**src/rtl/lcd_mmio_ctrl.sv**
```systemverilog
// Memory-mapped HD44780 character-LCD controller: CPU writes queue in a FIFO, hardware drives the E strobe.
// Optional LCD_SIM_PRINT_EN: simulation echoes each completed data byte (rs=1) as a character.
module lcd_mmio_ctrl #(
   parameter int FIFO_DEPTH       = 8,
   parameter int NIBBLE_MODE      = 0,
   parameter int SETUP_CYCLES     = 2,
   parameter int PULSE_CYCLES     = 4,
   parameter int HOLD_CYCLES      = 2,
   parameter int CMD_WAIT_CYCLES  = 8,
   parameter int LONG_WAIT_CYCLES = 64
) (
   input  logic        clk,
   input  logic        rst_n,
   input  logic        bus_sel,
   input  logic [3:0]  bus_addr,
   input  logic [31:0] bus_wdata,
   input  logic [3:0]  bus_wenable,
   output logic [31:0] bus_rdata,
   output logic [7:0]  lcd_data,
   output logic [1:0]  lcd_ctrl,
   output logic        lcd_enable,
   output logic        irq_idle
);

   // state | meaning
   // IDLE  | waiting for a FIFO entry; pops and latches it
   // SETUP | data/ctrl stable, E low
   // PULSE | E high
   // HOLD  | E low, data/ctrl held; nibble mode re-enters SETUP once
   // WAIT  | LCD execution time before the next transfer
   typedef enum logic [2:0] {ST_IDLE, ST_SETUP, ST_PULSE, ST_HOLD, ST_WAIT} state_t;

   localparam int AW     = $clog2(FIFO_DEPTH);
   localparam int LVW    = AW + 1;
   localparam int S_EFF  = (SETUP_CYCLES     < 1) ? 1 : SETUP_CYCLES;
   localparam int P_EFF  = (PULSE_CYCLES     < 1) ? 1 : PULSE_CYCLES;
   localparam int H_EFF  = (HOLD_CYCLES      < 1) ? 1 : HOLD_CYCLES;
   localparam int CW_EFF = (CMD_WAIT_CYCLES  < 1) ? 1 : CMD_WAIT_CYCLES;
   localparam int LW_EFF = (LONG_WAIT_CYCLES < 1) ? 1 : LONG_WAIT_CYCLES;
   localparam int M1     = (S_EFF > P_EFF) ? S_EFF : P_EFF;
   localparam int M2     = (M1 > H_EFF) ? M1 : H_EFF;
   localparam int M3     = (M2 > CW_EFF) ? M2 : CW_EFF;
   localparam int MAXC   = (M3 > LW_EFF) ? M3 : LW_EFF;
   localparam int CNTW   = $clog2(MAXC + 1);

   localparam logic [CNTW-1:0] S_LD  = CNTW'(S_EFF - 1);
   localparam logic [CNTW-1:0] P_LD  = CNTW'(P_EFF - 1);
   localparam logic [CNTW-1:0] H_LD  = CNTW'(H_EFF - 1);
   localparam logic [CNTW-1:0] CW_LD = CNTW'(CW_EFF - 1);
   localparam logic [CNTW-1:0] LW_LD = CNTW'(LW_EFF - 1);

   logic [8:0]      mem_q [FIFO_DEPTH];
   logic [AW-1:0]   wr_ptr_q, rd_ptr_q;
   logic [LVW-1:0]  level_q;
   logic            ovf_q;
   state_t          state_q;
   logic [CNTW-1:0] cnt_q;
   logic [7:0]      byte_q;
   logic            rs_q;
   logic            nib_lo_q;
   logic [7:0]      lcd_data_q;
   logic            en_q;
   logic [31:0]     rdata_q;

   logic       wr_en, push_req, push_ok, pop, full, empty, busy, long_wait;
   logic [8:0] head;
   logic [31:0] status;
   logic       unused_ok;

   assign wr_en     = bus_sel & bus_wenable[0];
   assign push_req  = wr_en & ~bus_addr[3];
   assign empty     = (level_q == '0);
   assign full      = (level_q == LVW'(FIFO_DEPTH));
   assign busy      = (state_q != ST_IDLE);
   assign pop       = (state_q == ST_IDLE) & ~empty;
   assign push_ok   = push_req & (~full | pop);
   assign head      = mem_q[rd_ptr_q];
   assign long_wait = ~rs_q & (byte_q == 8'h01 || byte_q == 8'h02 || byte_q == 8'h03);
   assign status    = {16'd0, 8'(level_q), 4'd0, ovf_q, empty, full, busy};
   assign unused_ok = ^{bus_wdata[31:8], bus_wdata[7:4], bus_wdata[2:0], bus_wenable[3:1], bus_addr[1:0]};

   // DATA sits at offset 0 (addr[2]=0) and carries rs=1
   always_ff @(posedge clk) begin
      if (push_ok) mem_q[wr_ptr_q] <= {~bus_addr[2], bus_wdata[7:0]};
   end

   always_ff @(posedge clk or negedge rst_n) begin
      if (!rst_n) begin
         wr_ptr_q <= '0;
         rd_ptr_q <= '0;
         level_q  <= '0;
         ovf_q    <= 1'b0;
         rdata_q  <= '0;
      end else begin
         if (push_ok) wr_ptr_q <= wr_ptr_q + AW'(1);
         if (pop)     rd_ptr_q <= rd_ptr_q + AW'(1);
         if (push_ok && !pop)      level_q <= level_q + LVW'(1);
         else if (!push_ok && pop) level_q <= level_q - LVW'(1);
         if (push_req && !push_ok)
            ovf_q <= 1'b1;
         else if (wr_en && bus_addr[3:2] == 2'd2 && bus_wdata[3])
            ovf_q <= 1'b0;
         if (bus_sel) rdata_q <= (bus_addr[3:2] == 2'd2) ? status : 32'd0;
      end
   end

   always_ff @(posedge clk or negedge rst_n) begin
      if (!rst_n) begin
         state_q    <= ST_IDLE;
         cnt_q      <= '0;
         byte_q     <= '0;
         rs_q       <= 1'b0;
         nib_lo_q   <= 1'b0;
         lcd_data_q <= '0;
         en_q       <= 1'b0;
      end else begin
         case (state_q)
            ST_IDLE: begin
               if (pop) begin
                  rs_q       <= head[8];
                  byte_q     <= head[7:0];
                  lcd_data_q <= (NIBBLE_MODE != 0) ? {head[7:4], 4'b0} : head[7:0];
                  nib_lo_q   <= 1'b0;
                  cnt_q      <= S_LD;
                  state_q    <= ST_SETUP;
               end
            end
            ST_SETUP: begin
               if (cnt_q == '0) begin
                  cnt_q   <= P_LD;
                  en_q    <= 1'b1;
                  state_q <= ST_PULSE;
               end else cnt_q <= cnt_q - CNTW'(1);
            end
            ST_PULSE: begin
               if (cnt_q == '0) begin
                  cnt_q   <= H_LD;
                  en_q    <= 1'b0;
                  state_q <= ST_HOLD;
               end else cnt_q <= cnt_q - CNTW'(1);
            end
            ST_HOLD: begin
               if (cnt_q == '0) begin
                  if (NIBBLE_MODE != 0 && !nib_lo_q) begin
                     nib_lo_q   <= 1'b1;
                     lcd_data_q <= {byte_q[3:0], 4'b0};
                     cnt_q      <= S_LD;
                     state_q    <= ST_SETUP;
                  end else begin
                     cnt_q   <= long_wait ? LW_LD : CW_LD;
                     state_q <= ST_WAIT;
                  end
               end else cnt_q <= cnt_q - CNTW'(1);
            end
            ST_WAIT: begin
               if (cnt_q == '0) state_q <= ST_IDLE;
               else             cnt_q   <= cnt_q - CNTW'(1);
            end
            default: state_q <= ST_IDLE;
         endcase
      end
   end

`ifdef LCD_SIM_PRINT_EN
   always @(posedge clk) begin
      if (rst_n && state_q == ST_PULSE && cnt_q == '0 && rs_q && (NIBBLE_MODE == 0 || nib_lo_q))
         $write("%c", byte_q);
   end
`endif

   assign bus_rdata  = rdata_q;
   assign lcd_data   = lcd_data_q;
   assign lcd_ctrl   = {rs_q, 1'b0};
   assign lcd_enable = en_q;
   assign irq_idle   = (state_q == ST_IDLE) & empty;

endmodule
```
**config.mk**
```make
export PLATFORM = sky130hd
export DESIGN_NAME = lcd_mmio_ctrl
export DESIGN_NICKNAME = d
export VERILOG_FILES = /design/src/rtl/lcd_mmio_ctrl.sv
export SDC_FILE = /design/constraint.sdc
export NUM_CORES = 1
export LEC_CHECK = 0
export CORE_ASPECT_RATIO = 0.75
export CORE_MARGIN = 3
export CORE_UTILIZATION = 50
export DETAILED_ROUTE_END_ITERATION = 10
export GPL_TIMING_DRIVEN = 0
export PLACE_DENSITY = 0.81
export SLEW_MARGIN = 25
export SYNTH_ARGS = -nofsm -noshare
export SYNTH_HDL_FRONTEND = slang
export SYNTH_SLANG_ARGS = --single-unit
export TNS_END_PERCENT = 10
```
**constraint.sdc**
```tcl
create_clock -name clk -period 3.4 [get_ports clk]
set_input_delay 1.02 -clock clk [delete_from_list [all_inputs] [get_ports clk]]
set_output_delay 1.02 -clock clk [all_outputs]
set_load 0.01 [all_outputs]
```
# == After elaboration in Yosys (flattened, before gate mapping) ==
# Memory sizes are Yosys's and may differ from the RTL's. A register that Yosys moved wholly into a read port is not among the register bits.
# Cells that the tools add are included.
# totals
elab_cells,86
ramBits,72
reg_bits,54
out_inout_bits,44
n_memories,1
# classes
bitwise_logic,12
eq_ne,15
n_addsub,5
mux,23
reduce_logical,22
# mem_list
name,depth,width,read_ports,rd_ports_with_merged_regs,write_ports,line,source
mem_q,8,9,1,1,1,52,logic [8:0] mem_q [FIFO_DEPTH];
# op_table
operator,n
7-bit 2-to-1 mux,5
7-bit case mux with 5 select lines,1
8-bit by 2-bit == test with 1-bit output (second input constant),2
3-bit 2-to-1 mux,5
3-bit case mux with 5 select lines,1
12-bit 2-to-1 mux,1
2-bit != test (second input constant),6
8-bit by 1-bit == test with 1-bit output (second input constant),1
4-bit 2-to-1 mux,2
7-bit zero test,1
7-bit by 1-bit subtractor with 7-bit output (second input constant),1
3-bit by 1-bit adder with 3-bit output (second input constant),2
1-bit AND,6
3-bit by 2-bit == test with 1-bit output (second input constant),2
1-bit 2-to-1 mux,6
6-bit 2-to-1 mux,1
3-bit AND reduction,2
2-bit nonzero test,3
1-bit logical AND,5
1-bit NOT,5
5-bit AND reduction,1
5-bit nonzero test,1
4-bit by 1-bit adder with 4-bit output (second input constant),1
4-bit == test (second input constant),1
other kinds (12),15

# == Logic depth before layout (Yosys ltp) ==
# depth
depth_word,9
ltp_mapped,12
ltp_nobuf,11

# == Least setup slack after synthesis ==
# Ideal clock, no wire load.
# synth_path
path_type,input port to flip-flop
startpoint,input port bus_sel
endpoint,register level_q[3]
required_time_ns,3.264
cell_stages,10
path_slack_ns,0.284
setup_ns,0.136
arrival_time_ns,2.980
path_cell_list,clkbuf_1 > nand2_1 > or3_4 > inv_4 > ha_1 > inv_1 > ha_1 > a21o_1 > a2111oi_0 > o31ai_1
# synth_between
elab_chain_cells,6
elab_cells_between_ends,8
classes_between,mux: 1; bitwise: 3; reduce/logical: 4
# synth_rtl
element,line,source
"start, declared",14,"input logic bus_sel,"
1-bit AND (*),70,assign wr_en = bus_sel & bus_wenable[0];
1-bit AND (*),71,assign push_req = wr_en & ~bus_addr[3];
1-bit AND (*),76,assign push_ok = push_req & (~full | pop);
net push_ok,65,"logic wr_en, push_req, push_ok, pop, full, empty, busy, long_wait;"
1-bit zero test,98,else if (!push_ok && pop) level_q <= level_q - LVW'(1);
1-bit logical AND,98,
2-bit nonzero test (no source line),-,
"end signal, assigned",97,if (push_ok && !pop) level_q <= level_q + LVW'(1);
"end signal, assigned",98,
"end, declared",54,logic [LVW-1:0] level_q;
# The timed path passes the listed nets; every way through them passes the cells marked *.
# A chain may end at the register's enable or synchronous reset.

# == Worst setup path after layout ==
# layout_path
startpoint,input port bus_wenable[0]
endpoint,register level_q[3]
# layout_between
elab_chain_cells,6
elab_cells_between_ends,8
classes_between,mux: 1; bitwise: 3; reduce/logical: 4
# layout_rtl
element,line,source
"start, declared",17,"input logic [3:0] bus_wenable,"
1-bit AND (*),70,
1-bit AND (*),71,
1-bit AND (*),76,
net push_ok,65,
1-bit zero test,98,
1-bit logical AND,98,
2-bit nonzero test (no source line),-,
# Marked as above.

==> metrics.json <==
{
  "async_reset_ff_frac": 0.351,
  "mean_number_of_vias_per_cell": 5.40,
  "crit_arrival_ns": 3.52,
  "setup_total_negative_slack_ns": 0,
  "critical_path.endpoint_type": "flop",
  "clk_pin_slew_worst_paths_ns": 0.07,
  "timing_max_transition_violations_final": 0,
  "gp_routability_congestion": 0.842,
  "cp_top_family": "compound AO/OA/AOI/OAI gates",
  "die-area_sq_um": 11100,
  "worst-endpoint-required_ns": 3.61,
  "initial_core_util": 0.530,
  "drt_iter0_markers": 466,
  "tightest_slew_ns": 0.932,
  "power_leakage_nw": 2.23,
  "post-place-ws_ns": -0.256,
  "clk-insertion-delay-late_ns": 0.35,
  "max_cap_viols": 0,
  "yosys_warnings": 0,
  "critical_path.slowest_cell": "clkdlybuf4s50_1",
  "yosys.cell_types.count": 54,
  "critical-path-max-stage-delay_ns": 0.49,
  "clk_root_buffer_cell": "clkbuf_16",
  "hold_buffers": 0,
  "fin_nets": 471,
  "postRouteAntennaNets": 0,
  "worst_hold_path_type": "flop to flop",
  "inserted_diodes": 0,
  "placed_area_sq_um": 5590,
  "timing_worst_setup_path_type": "input port to flop",
  "grt_use_total": 0.180,
  "antenna_found_initial": 0,
  "port_buffers": 31,
  "worst_setup_path_start_kind": "input port",
  "detail_route.drc_violations": 0,
  "max_clock_freq_mhz": 303,
  "coreArea_sq_um": 9350,
  "slew-limit-headroom": 0.376,
  "seq_area_frac_synth": 0.634,
  "grt_remaining_overflow": 0,
  "cts_htree_levels": 3,
  "cts_tree": "done",
  "final_setup_viols": 0,
  "ys_ff_latch": 111,
  "grt_first_pass_wirelength_um": 15200,
  "cts_buf_count": 9,
  "final.min_clock_period_ns": 3.30,
  "synth_top_area_cell": "edfxtp_1",
  "ys_dominant_reg_cell": "edfxtp_1",
  "hpwl_after_detailed_placement_um": 6930,
  "pin_count_of_the_biggest_net_entering_global_routing": 22,
  "crit_path_frequent_cell": "ha_1",
  "ir_drop_mv": 0.358,
  "postLayoutCellArea_sq_um": 5870,
  "route.final.wire_length_um": 9590,
  "synth_top_area_frac": 0.437,
  "power_density_nw_per_um2": 733,
  "worstPathMaxFanout": 5,
  "postSynthCellCount": 350,
  "chipHeight_um": 92.2,
  "fin_ws_ns": 0.0987,
  "drt_pre_antenna_iters": 5,
  "finish.utilization": 0.628,
  "layout_worst_path_cycle_share": 0.971,
  "drive_gt1_frac": 0.214,
  "cts_max_path_buffers": 2,
  "syn_area_sq_um": 4950,
  "chipWidth_um": 121,
  "number_of_flops_mapped_to_enable_cells_by_yosys": 72,
  "crit_path_cell_trace": "clkdlybuf4s50_1 -> nand2_1 -> or3_4 -> inv_4 -> ha_1 -> inv_1 -> ha_1 -> a21o_1 -> a2111oi_1 -> o31ai_1",
  "fp-row-count": 30,
  "routedWlPerCell_um": 17.3,
  "area_growth_syn_to_layout_pct": 18.6,
  "netlist_top_cells_area": "edfxtp_1 44%, dfrtp_1 20%, mux4_2 8.2%",
  "timing.final.hold_violations": 0,
  "grt_pass1_vias": 2864,
  "via_count": 2987,
  "outcome": "completed",
  "cp.buffers_inverters": 3,
  "final.setup_skew_ns": 0.00902,
  "clkSinkCount": 111,
  "post_synth.cell_area_avg_sq_um": 14.1,
  "fin_total_pwr_mw": 4.30,
  "io_pins": 87
}
## stage by stage
step                      std cells  hold slack (ns)
after floorplan                 374            0.464
after global placement          533            0.486
after detailed placement        538            0.491
after CTS                       553            0.506
after global routing            553            0.552
final                           553            0.505
## cells in the mapped netlist (all sizes together), types with 3 or more instances
master / count
xnor2: 6
o21ai: 17
clkbuf: 8
mux2: 3
mux2i: 11
nand2: 35
buf: 34
inv: 16
a21oi: 4
nor2: 15
o22ai: 9
ha: 6
or4: 3
nand2b: 3
nor4: 4
nor3: 9
nand3: 7
edfxtp: 72
mux4: 18
dfrtp: 39
## final cells by class
class	instances	area, sq um
clock inverters	6	52.6
well taps	128	160
clock buffers	9	225
fillers	699	3470
repair buffers	36	360
inverters	16	62.6
flip-flops and latches	111	3140
plain buffers	42	268
multi-input cells	205	1610
## cells by family after synthesis
kind of cell,share of synthesized area
buffers and inverters,0.0667
DFF,0.634
adders and majority gates,0.0212
and+or+nand+nor,0.0877
muxes,0.112
xor gates and xnor gates,0.0142
AOI/OAI and AO/OA,0.0639
other,0.000757
## worst min-delay path, cell delays in order (launching register included)
cell and delay, ns:
dfrtp_1 0.36, nand2_1 0.05, o21ai_0 0.06
## what timing repair did
| action | 4_1_cts | 5_1_grt |
|---|---|---|
| resized for setup | 0 | 2 |
| buffers inserted | 0 | 0 |
| endpoints found under the setup margin | 0 | 2 |
## layer usage
| layer | routed length, um | track usage | vias to the layer above |
|---|---|---|---|
| li1 | - | - | 1400 |
| met1 | 4140 | 0.252 | 1478 |
| met2 | 4630 | 0.284 | 104 |
| met3 | 753 | 0.0512 | 5 |
| met4 | 69 | 0.0377 | 0 |
| met5 | 0 | 0 | - |
## flip-flops by register name, summed over array words and instances (netlist names), 3 cells and up
register	cells
mem_q	72
state_q	3
rd_ptr_q	3
level_q	4
lcd_data	8
bus_rdata	8
wr_ptr_q	3
cnt_q	7
## placed cells by master, fill, tap and decap left out, types with 2 or more instances in the layout
| cell | netlist | final |
|---|---|---|
| nand2_1 | 34 | 34 |
| nor2_1 | 14 | 14 |
| o22ai_1 | 9 | 9 |
| mux2_2 | 2 | 2 |
| ha_1 | 6 | 6 |
| conb_1 | 1 | 25 |
| clkdlybuf4s50_1 | 0 | 30 |
| o21ai_0 | 17 | 17 |
| a21o_1 | 2 | 2 |
| xnor2_1 | 6 | 6 |
| clkbuf_16 | 0 | 9 |
| nor3_1 | 8 | 4 |
| inv_8 | 0 | 2 |
| clkbuf_1 | 7 | 7 |
| a31oi_1 | 2 | 2 |
| o221ai_1 | 2 | 2 |
| nor3_2 | 0 | 4 |
| nor4_2 | 1 | 3 |
| buf_2 | 6 | 8 |
| o31ai_1 | 2 | 2 |
| inv_1 | 15 | 15 |
| mux2i_1 | 11 | 11 |
| nand3_1 | 7 | 7 |
| edfxtp_1 | 72 | 72 |
| or4_1 | 3 | 3 |
| buf_4 | 27 | 30 |
| dfrtp_1 | 39 | 39 |
| o32ai_1 | 2 | 2 |
| xor2_1 | 2 | 2 |
| mux4_2 | 18 | 18 |
| a21oi_1 | 4 | 4 |
| nand2b_1 | 3 | 3 |
## power breakdown
part	total (mW)	internal (mW)	switching [mW]
clock	0.985	0.506	0.480
combinational	1.46	0.710	0.752
sequential	1.86	1.65	0.207
## worst paths after layout
kind | slack (ns) | cells past startpoint | to | from
worst max-delay path | 0.1 | 10 | level_q[3] | bus_wenable[0]
worst min-delay path | 0.50 | 2 | lcd_data[4] | lcd_data[4]
worst max register to register | 0.15 | 9 | level_q[3] | level_q[0]
worst min register to register | 0.50 | 2 | lcd_data[4] | lcd_data[4]
max in group asynchronous | 2.31 | 2 | wr_ptr_q[0] | rst_n
min in group asynchronous | 0.62 | 1 | state_q[1] | rst_n
Power figures use the tool's default switching activity.
